<file path="src/rtl/eight_bit_seq_divider_pkg.sv">
// Shared types and constants for the sequential 16/8 restoring divider.
package eight_bit_seq_divider_pkg;
  localparam int DIVIDEND_W = 16;
  localparam int DIVISOR_W  = 8;
  localparam int QUOT_W     = 8;

  localparam logic [QUOT_W-1:0] OVF_VAL = 8'hFF;

  typedef enum logic [1:0] {IDLE, CALC, DONE} state_t;

  typedef struct packed {
    logic [QUOT_W-1:0]    quot;
    logic [DIVISOR_W-1:0] rem;
    logic                 ovf;
  } div_res_t;
endpackage

</file>
<file path="src/rtl/eight_bit_seq_divider_step.sv">
// One restoring division step: shift in a dividend bit, subtract divisor if it fits.
module div_restore_step
  import eight_bit_seq_divider_pkg::*;
(
  input  logic [DIVISOR_W:0]   r_i,
  input  logic                 bit_i,
  input  logic [DIVISOR_W-1:0] divisor_i,
  output logic [DIVISOR_W:0]   r_o,
  output logic                 q_o
);
  logic [DIVISOR_W+1:0] shifted, diff;

  // Full-width shift keeps the compare exact even if r_i[8] were ever set.
  assign shifted = {r_i, bit_i};
  assign diff    = shifted - {2'b00, divisor_i};
  assign q_o     = (shifted >= {2'b00, divisor_i});
  assign r_o     = q_o ? diff[DIVISOR_W:0] : shifted[DIVISOR_W:0];
endmodule

</file>
<file path="src/rtl/eight_bit_seq_divider.sv">
// Sequential 16/8 unsigned restoring divider, ITER_PER_CYCLE steps per clock.
// Optional early termination (dividend==0 / divisor==1) under DIV_EARLY_TERM_EN.
module eight_bit_seq_divider
  import eight_bit_seq_divider_pkg::*;
#(
  parameter int ITER_PER_CYCLE = 1
) (
  input  logic                  clk,
  input  logic                  rst_n,
  input  logic                  in_valid,
  output logic                  in_ready,
  input  logic [DIVIDEND_W-1:0] dividend,
  input  logic [DIVISOR_W-1:0]  divisor,
  output logic                  out_valid,
  input  logic                  out_ready,
  output logic [QUOT_W-1:0]     quotient,
  output logic [DIVISOR_W-1:0]  remainder,
  output logic                  ovf
);
  localparam int STEPS = QUOT_W / ITER_PER_CYCLE;

  state_t                state_q, state_d;
  logic [DIVISOR_W:0]    rem_q, rem_d;
  logic [QUOT_W-1:0]     dlo_q, dlo_d;   // low dividend bits out the top, quotient bits in the bottom
  logic [DIVISOR_W-1:0]  dvs_q, dvs_d;
  logic [3:0]            cnt_q, cnt_d;
  div_res_t              res_q, res_d;

  logic [ITER_PER_CYCLE:0][DIVISOR_W:0] r_chain;
  logic [ITER_PER_CYCLE-1:0]            q_bits;
  logic                                 ovf_c;

  assign r_chain[0] = rem_q;

  for (genvar i = 0; i < ITER_PER_CYCLE; i++) begin : g_step
    div_restore_step u_step (
      .r_i       (r_chain[i]),
      .bit_i     (dlo_q[QUOT_W-1-i]),
      .divisor_i (dvs_q),
      .r_o       (r_chain[i+1]),
      .q_o       (q_bits[ITER_PER_CYCLE-1-i])
    );
  end

  assign ovf_c = (divisor == '0) || (dividend[DIVIDEND_W-1:QUOT_W] >= divisor);

  always_comb begin
    state_d   = state_q;
    rem_d     = rem_q;
    dlo_d     = dlo_q;
    dvs_d     = dvs_q;
    cnt_d     = cnt_q;
    res_d     = res_q;
    in_ready  = 1'b0;
    out_valid = 1'b0;
    unique case (state_q)
      IDLE: begin
        in_ready = 1'b1;
        if (in_valid) begin
          dvs_d = divisor;
          rem_d = {1'b0, dividend[DIVIDEND_W-1:QUOT_W]};
          dlo_d = dividend[QUOT_W-1:0];
          cnt_d = '0;
          if (ovf_c) begin
            res_d   = '{quot: OVF_VAL, rem: OVF_VAL, ovf: 1'b1};
            state_d = DONE;
          end
`ifdef DIV_EARLY_TERM_EN
          else if (dividend == '0) begin
            res_d   = '{quot: '0, rem: '0, ovf: 1'b0};
            state_d = DONE;
          end else if (divisor == 8'd1) begin
            res_d   = '{quot: dividend[QUOT_W-1:0], rem: '0, ovf: 1'b0};
            state_d = DONE;
          end
`endif
          else begin
            state_d = CALC;
          end
        end
      end
      CALC: begin
        rem_d = r_chain[ITER_PER_CYCLE];
        dlo_d = {dlo_q[QUOT_W-1-ITER_PER_CYCLE:0], q_bits};
        cnt_d = cnt_q + 4'd1;
        if (cnt_q == 4'(STEPS-1)) begin
          cnt_d   = '0;
          res_d   = '{quot: dlo_d, rem: r_chain[ITER_PER_CYCLE][DIVISOR_W-1:0], ovf: 1'b0};
          state_d = DONE;
        end
      end
      DONE: begin
        out_valid = 1'b1;
        if (out_ready) state_d = IDLE;
      end
      default: state_d = IDLE;
    endcase
  end

  always_ff @(posedge clk or negedge rst_n) begin
    if (!rst_n) begin
      state_q <= IDLE;
      rem_q   <= '0;
      dlo_q   <= '0;
      dvs_q   <= '0;
      cnt_q   <= '0;
      res_q   <= '0;
    end else begin
      state_q <= state_d;
      rem_q   <= rem_d;
      dlo_q   <= dlo_d;
      dvs_q   <= dvs_d;
      cnt_q   <= cnt_d;
      res_q   <= res_d;
    end
  end

  assign quotient  = res_q.quot;
  assign remainder = res_q.rem;
  assign ovf       = res_q.ovf;
endmodule

</file>
<file path="config.mk">
export PLATFORM = sky130hd
export DESIGN_NAME = eight_bit_seq_divider
export DESIGN_NICKNAME = d
export VERILOG_FILES = /design/src/rtl/eight_bit_seq_divider_pkg.sv /design/src/rtl/eight_bit_seq_divider_step.sv /design/src/rtl/eight_bit_seq_divider.sv
export SDC_FILE = /design/constraint.sdc
export NUM_CORES = 1
export LEC_CHECK = 0
export ABC_AREA = 1
export CORE_UTILIZATION = 45
export CTS_BUF_LIST = sky130_fd_sc_hd__clkbuf_8 sky130_fd_sc_hd__clkbuf_16
export DETAILED_ROUTE_END_ITERATION = 7
export PLACE_DENSITY = 0.66
export SYNTH_ARGS = -nofsm -noshare
export SYNTH_HDL_FRONTEND = slang
export SYNTH_HIERARCHICAL = 1
export SYNTH_SLANG_ARGS = --single-unit
</file>
<file path="constraint.sdc">
create_clock -name clk -period 2.8 [get_ports clk]
set_input_delay 0.56 -clock clk [delete_from_list [all_inputs] [get_ports clk]]
set_output_delay 0.56 -clock clk [all_outputs]
set_load 0.01 [all_outputs]
</file>
* Word level (Yosys, flattened, before mapping)
Cells that the tools add are included.
Storage, ports and cells: register bits after elaboration 48, latch bits 0, memory bits (writable) 0, bits in read-only memories 0, input port bits 28, output and inout bits 19, logic and storage cells 46, memories 0
Operators by class: add/subtract/negate cells 2, $mul 0, divide/modulo/power cells 0, $lt $le $gt $ge 2, equality and inequality tests 7, shift-type cells 0, multiplexer cells 19, bitwise operators 0, reduce and logical (&&, ||, !) cells 8
Operators by type and width (count):
- $mux W17 | 3
- $pmux W17 S2 | 1
- $mux W9 | 2
- $pmux W9 S2 | 1
- $pmux W8 S2 | 1
- $ge A10 B8 Y1 | 1
- $sub A9 B8 Y9 | 1
- $ge A8 B8 Y1 | 1
- $logic_not A8 Y1 | 1
- $mux W2 | 4
- $mux W4 | 2
- $mux W8 | 1
- $ne A2 B2 Y1 const B | 4
- $pmux W4 S2 | 1
- $pmux W2 S3 | 1
- $add A4 B1 Y4 const B | 1
- $eq A4 B3 Y1 const B | 1
- $reduce_and A2 Y1 | 2
- $reduce_and A4 Y1 | 1
- $reduce_and A3 Y1 | 1
- $eq A2 B1 Y1 const B | 1
- $eq A2 B2 Y1 const B | 1
- $logic_not A2 Y1 | 1
- $mux W1 | 2
- 2 further kinds | 2

* Depth between registers and ports, before layout
depth after elaboration 5, gate-level depth with buffers 16, depth with buffers taken out 16

* Hierarchy
Netlist, hierarchy kept.
By module, submodules not included:
- eight_bit_seq_divider | instances 1, cells each 278, area each 2351.0 sq um, seq. area each 1201.2 sq um
- div_restore_step | instances 1, cells each 119, area each 665.6 sq um, seq. area each 0.0 sq um

* Worst setup path after synthesis
Ideal clock, no wire load.
kind register -> register, start point register dlo_q[7], end point register rem_q[7], setup time 0.118 ns, arrival time 1.917 ns, required time 2.682 ns, path slack 0.764 ns, cell stages (with the launch flop) 14, buffers on the path 0, clock period less this slack 2.036 ns, cells stage by stage dfrtp_1 inv_1 ha_1 inv_1 fa_1 nand3_1 nand3_1 nand2_2 nand4_4 nand2_1 nand2_1 nor2_1 a21oi_1 a21o_1
RTL lines:
- start, declared | line eight_bit_seq_divider.sv:24 | logic [QUOT_W-1:0] dlo_q, dlo_d;
- start signal, assigned | line eight_bit_seq_divider.sv:111 | dlo_q <= dlo_d;
- end signal, assigned | line eight_bit_seq_divider.sv:110 | rem_q <= rem_d;
- end, declared | line eight_bit_seq_divider.sv:23 | logic [DIVISOR_W:0] rem_q, rem_d;

==> results.py <==
metrics = {
    "routing": {
        "num_vias": 2671,
        "drtPass1Iterations": 6,
        "vias_per_cell": 5.097,
        "drt_drc_violations_left": 2,
        "drt_iter0_drc": 172,
        "wire_per_inst_um": 13.52,
        "finalWirelength_um": 7087,
        "detail-route-antenna-nets": 0,
    },
    "power_and_ir_drop": {
        "power.density_nw_per_um2": 1337,
        "switching_share_pct": 49.04,
        "vdd_drop_max_uv": 591.8,
        "pwr-share-seq_pct": 26.7,
        "p_leak_uw": 0.001904,
        "p_int_uw": 2492,
        "switchingPower_uw": 2398,
        "p_total_uw": 4890,
        "pwr-share-comb_pct": 64.2,
        "p_clk_share_pct": 9.1,
    },
    "final_layout": {
        "fin_nets": 492,
        "multi_input_area_sq_um": 1516,
        "finalInstanceArea_sq_um": 3659,
        "seqCellArea_sq_um": 1201,
        "antenna_cells": 0,
        "final_common_cell": "nand2_1",
        "final_cell_mix": "120 x nand2_1, 64 x inv_1, 48 x dfrtp_1",
        "drive_gt1_share_pct": 7.830,
        "area_growth_pct": 21.28,
        "nFillCells": 627,
    },
    "global_routing": {
        "grt_pass1_vias": 2612,
        "grtUsageTotal_pct": 21.66,
        "grt_max_degree": 26,
        "grt_pass1_wl_um": 12250,
        "antenna_found_initial": 0,
        "overflow": 0,
    },
    "synthesis": {
        "ys_seq_area_share_pct": 39.82,
        "yosys.area.top_type": "dfrtp_1",
        "syn_area_sq_um": 3017,
        "synth_flop_cell": "dfrtp_1",
        "syn_area_per_cell_sq_um": 7.599,
        "ys_async_sr_fraction_pct": 100.0,
        "synth_edf_count": 0,
        "yosysWarnings": 6,
        "syn_inst": 397,
        "yosysUniqueCellTypes": 33,
        "synth_nets": 443,
        "ys_seq_elements": 48,
        "yosysTopAreaCellShare_pct": 39.82,
        "yosys-top-cells-area": "dfrtp_1 40%, nand2_1 15%, inv_1 8.0%, ha_1 7.1%, nand3_1 6.6%",
    },
    "clock_tree": {
        "clk_pin_slew_ns": 0.09,
        "clkSinkCount": 48,
        "ctsResizeCount": 0,
        "cts_setup_buffers": 0,
        "cts_root_buffer": "clkbuf_8",
        "cts_buffer_depth": 2,
        "cts_tree": "yes",
        "clk_latency_ns": 0.30,
        "numCtsBuffers": 5,
        "htreeDepth": 2,
        "cts_hold_buf": 0,
    },
    "setup_path": {
        "path_class": "reg -> reg",
        "path_max_fanout": 10,
        "crit_arrival_ns": 2.61,
        "slowest_delay_ns": 0.43,
        "start_kind": "register",
        "critPathTopFamily": "simple AND/OR/NAND/NOR gates",
        "path_cells": "inv_1, ha_1, inv_1, fa_1, nand3_1, nand3_1, nand2_2, nand4_4, nand2_1, nand2_1, nor2_1, a21oi_1, a21o_1",
        "cp_slowest_cell": "fa_1",
        "end_kind": "register",
        "cp.required_ns": 3.00,
        "worst-path-buf-inv": 2,
    },
    "sta": {
        "fin_crit_sh_pct": 86.13,
        "worst_slew_pin_slew_ns": 0.5346,
        "fmax_mhz": 414.6,
        "maxSlewViolCount": 0,
        "setup_violations": 0,
        "min_period_ns": 2.412,
        "fin_ws_ns": 0.3883,
        "fin_skew_ns": 0.005029,
        "finalHoldViolations": 0,
        "fin_hold_ws_ns": 0.2323,
        "rsz0062_at_grt": "false",
        "setup-tns-final_ns": 0,
        "slew_headroom_pct": 64.36,
    },
    "placed_design": {
        "io_buffers": 46,
        "dp_hpwl_um": 5481,
        "pre_cts_slack_ns": 0.4051,
        "place_area_sq_um": 3562,
        "place_congestion": 0.8129,
    },
    "run_status": {
        "violations": "DRC",
        "status": "complete, but fails checks",
    },
    "die": {
        "coreArea_sq_um": 6422,
        "start_util_pct": 46.97,
        "rows": 29,
        "io_pins": 47,
        "die_area_sq_um": 7035,
        "dieWidth_um": 83.88,
        "die_y_um": 83.88,
    },
    "hold_path": {
        "hold_class": "in -> async",
    },
    "run": {
        "drv_cap": 0,
    },
}
-- power by group through the flow --
stage	clock, uW	combinational [uW]	sequential, uW
detailed placement	0	3130	1320
floorplan	0	2230	1320
finish	446	3140	1300
CTS	456	3140	1300
global placement	0	3090	1310
global route	483	3550	1360
-- path summary, 6_finish.rpt --
check | cells after the start | to | slack (ns) | start
setup reg to reg | 13 | rem_q[6] | 0.39 | dlo_q[7]
max in group asynchronous | 2 | rem_q[4] | 1.95 | rst_n
min in group clk | 2 | remainder[5] | 0.48 | remainder[5]
hold reg to reg | 2 | remainder[5] | 0.48 | remainder[5]
setup / recovery | 13 | rem_q[6] | 0.39 | dlo_q[7]
hold / removal | 1 | quotient[5] | 0.23 | rst_n
-- flip-flops by register name, indices dropped and copies added (netlist names) --
register,cells
remainder,8
cnt_q,4
rem_q,9
quotient,8
state_q,2
ovf,1
dlo_q,8
dvs_q,8
-- kinds of logic after synthesis --
kind of cell    synth area share, %
flops                         39.82
fa+ha+maj                     7.715
xor+xnor                      1.161
mux                          0.3733
simple gates                  29.53
buf+inv                       9.913
compound gates                11.49
-- routing by layer --
layer  part of all wire [%]  track usage, %
met4                   0.99           5.016
met3                    5.1           4.253
met5                      0               0
met1                     48           31.78
met2                     46           33.01
-- worst register-to-register path, stage by stage (launching register included) --
cell and delay (ns):
dfrtp_1 0.40, inv_1 0.07, ha_1 0.14, inv_1 0.07
fa_1 0.43, nand3_1 0.11, nand3_1 0.12, nand2_2 0.14
nand4_4 0.18, nand2_1 0.14, nand2_1 0.07, nor2_1 0.19
a21oi_1 0.08, a21o_1 0.16
-- Yosys cell counts (all sizes together) (3+ instances only) --
cell,count
clkbuf,5
nor2,28
o211ai,8
inv,68
a21o,7
ha,17
dfrtp,48
buf,4
xor2,4
nand3,41
nand4,3
a21oi,11
o21ai,21
nand2,125
-- per-stage QoR --
stage | cells | util, %
finish | 524 | 56.96
global placement | 516 | 55.46
global route | 524 | 56.96
CTS | 524 | 56.96
floorplan | 397 | -
detailed placement | 516 | 55.46
-- final cells by class --
type | count | share of cell area (%)
well taps | 77 | 2.633
clock inverters | 2 | 0.3762
inverters | 68 | 6.977
repair buffers | 51 | 13.47
multi-input cells | 272 | 41.45
clock buffers | 6 | 2.257
flip-flops and latches | 48 | 32.83
(Power assumes the default switching activity.)
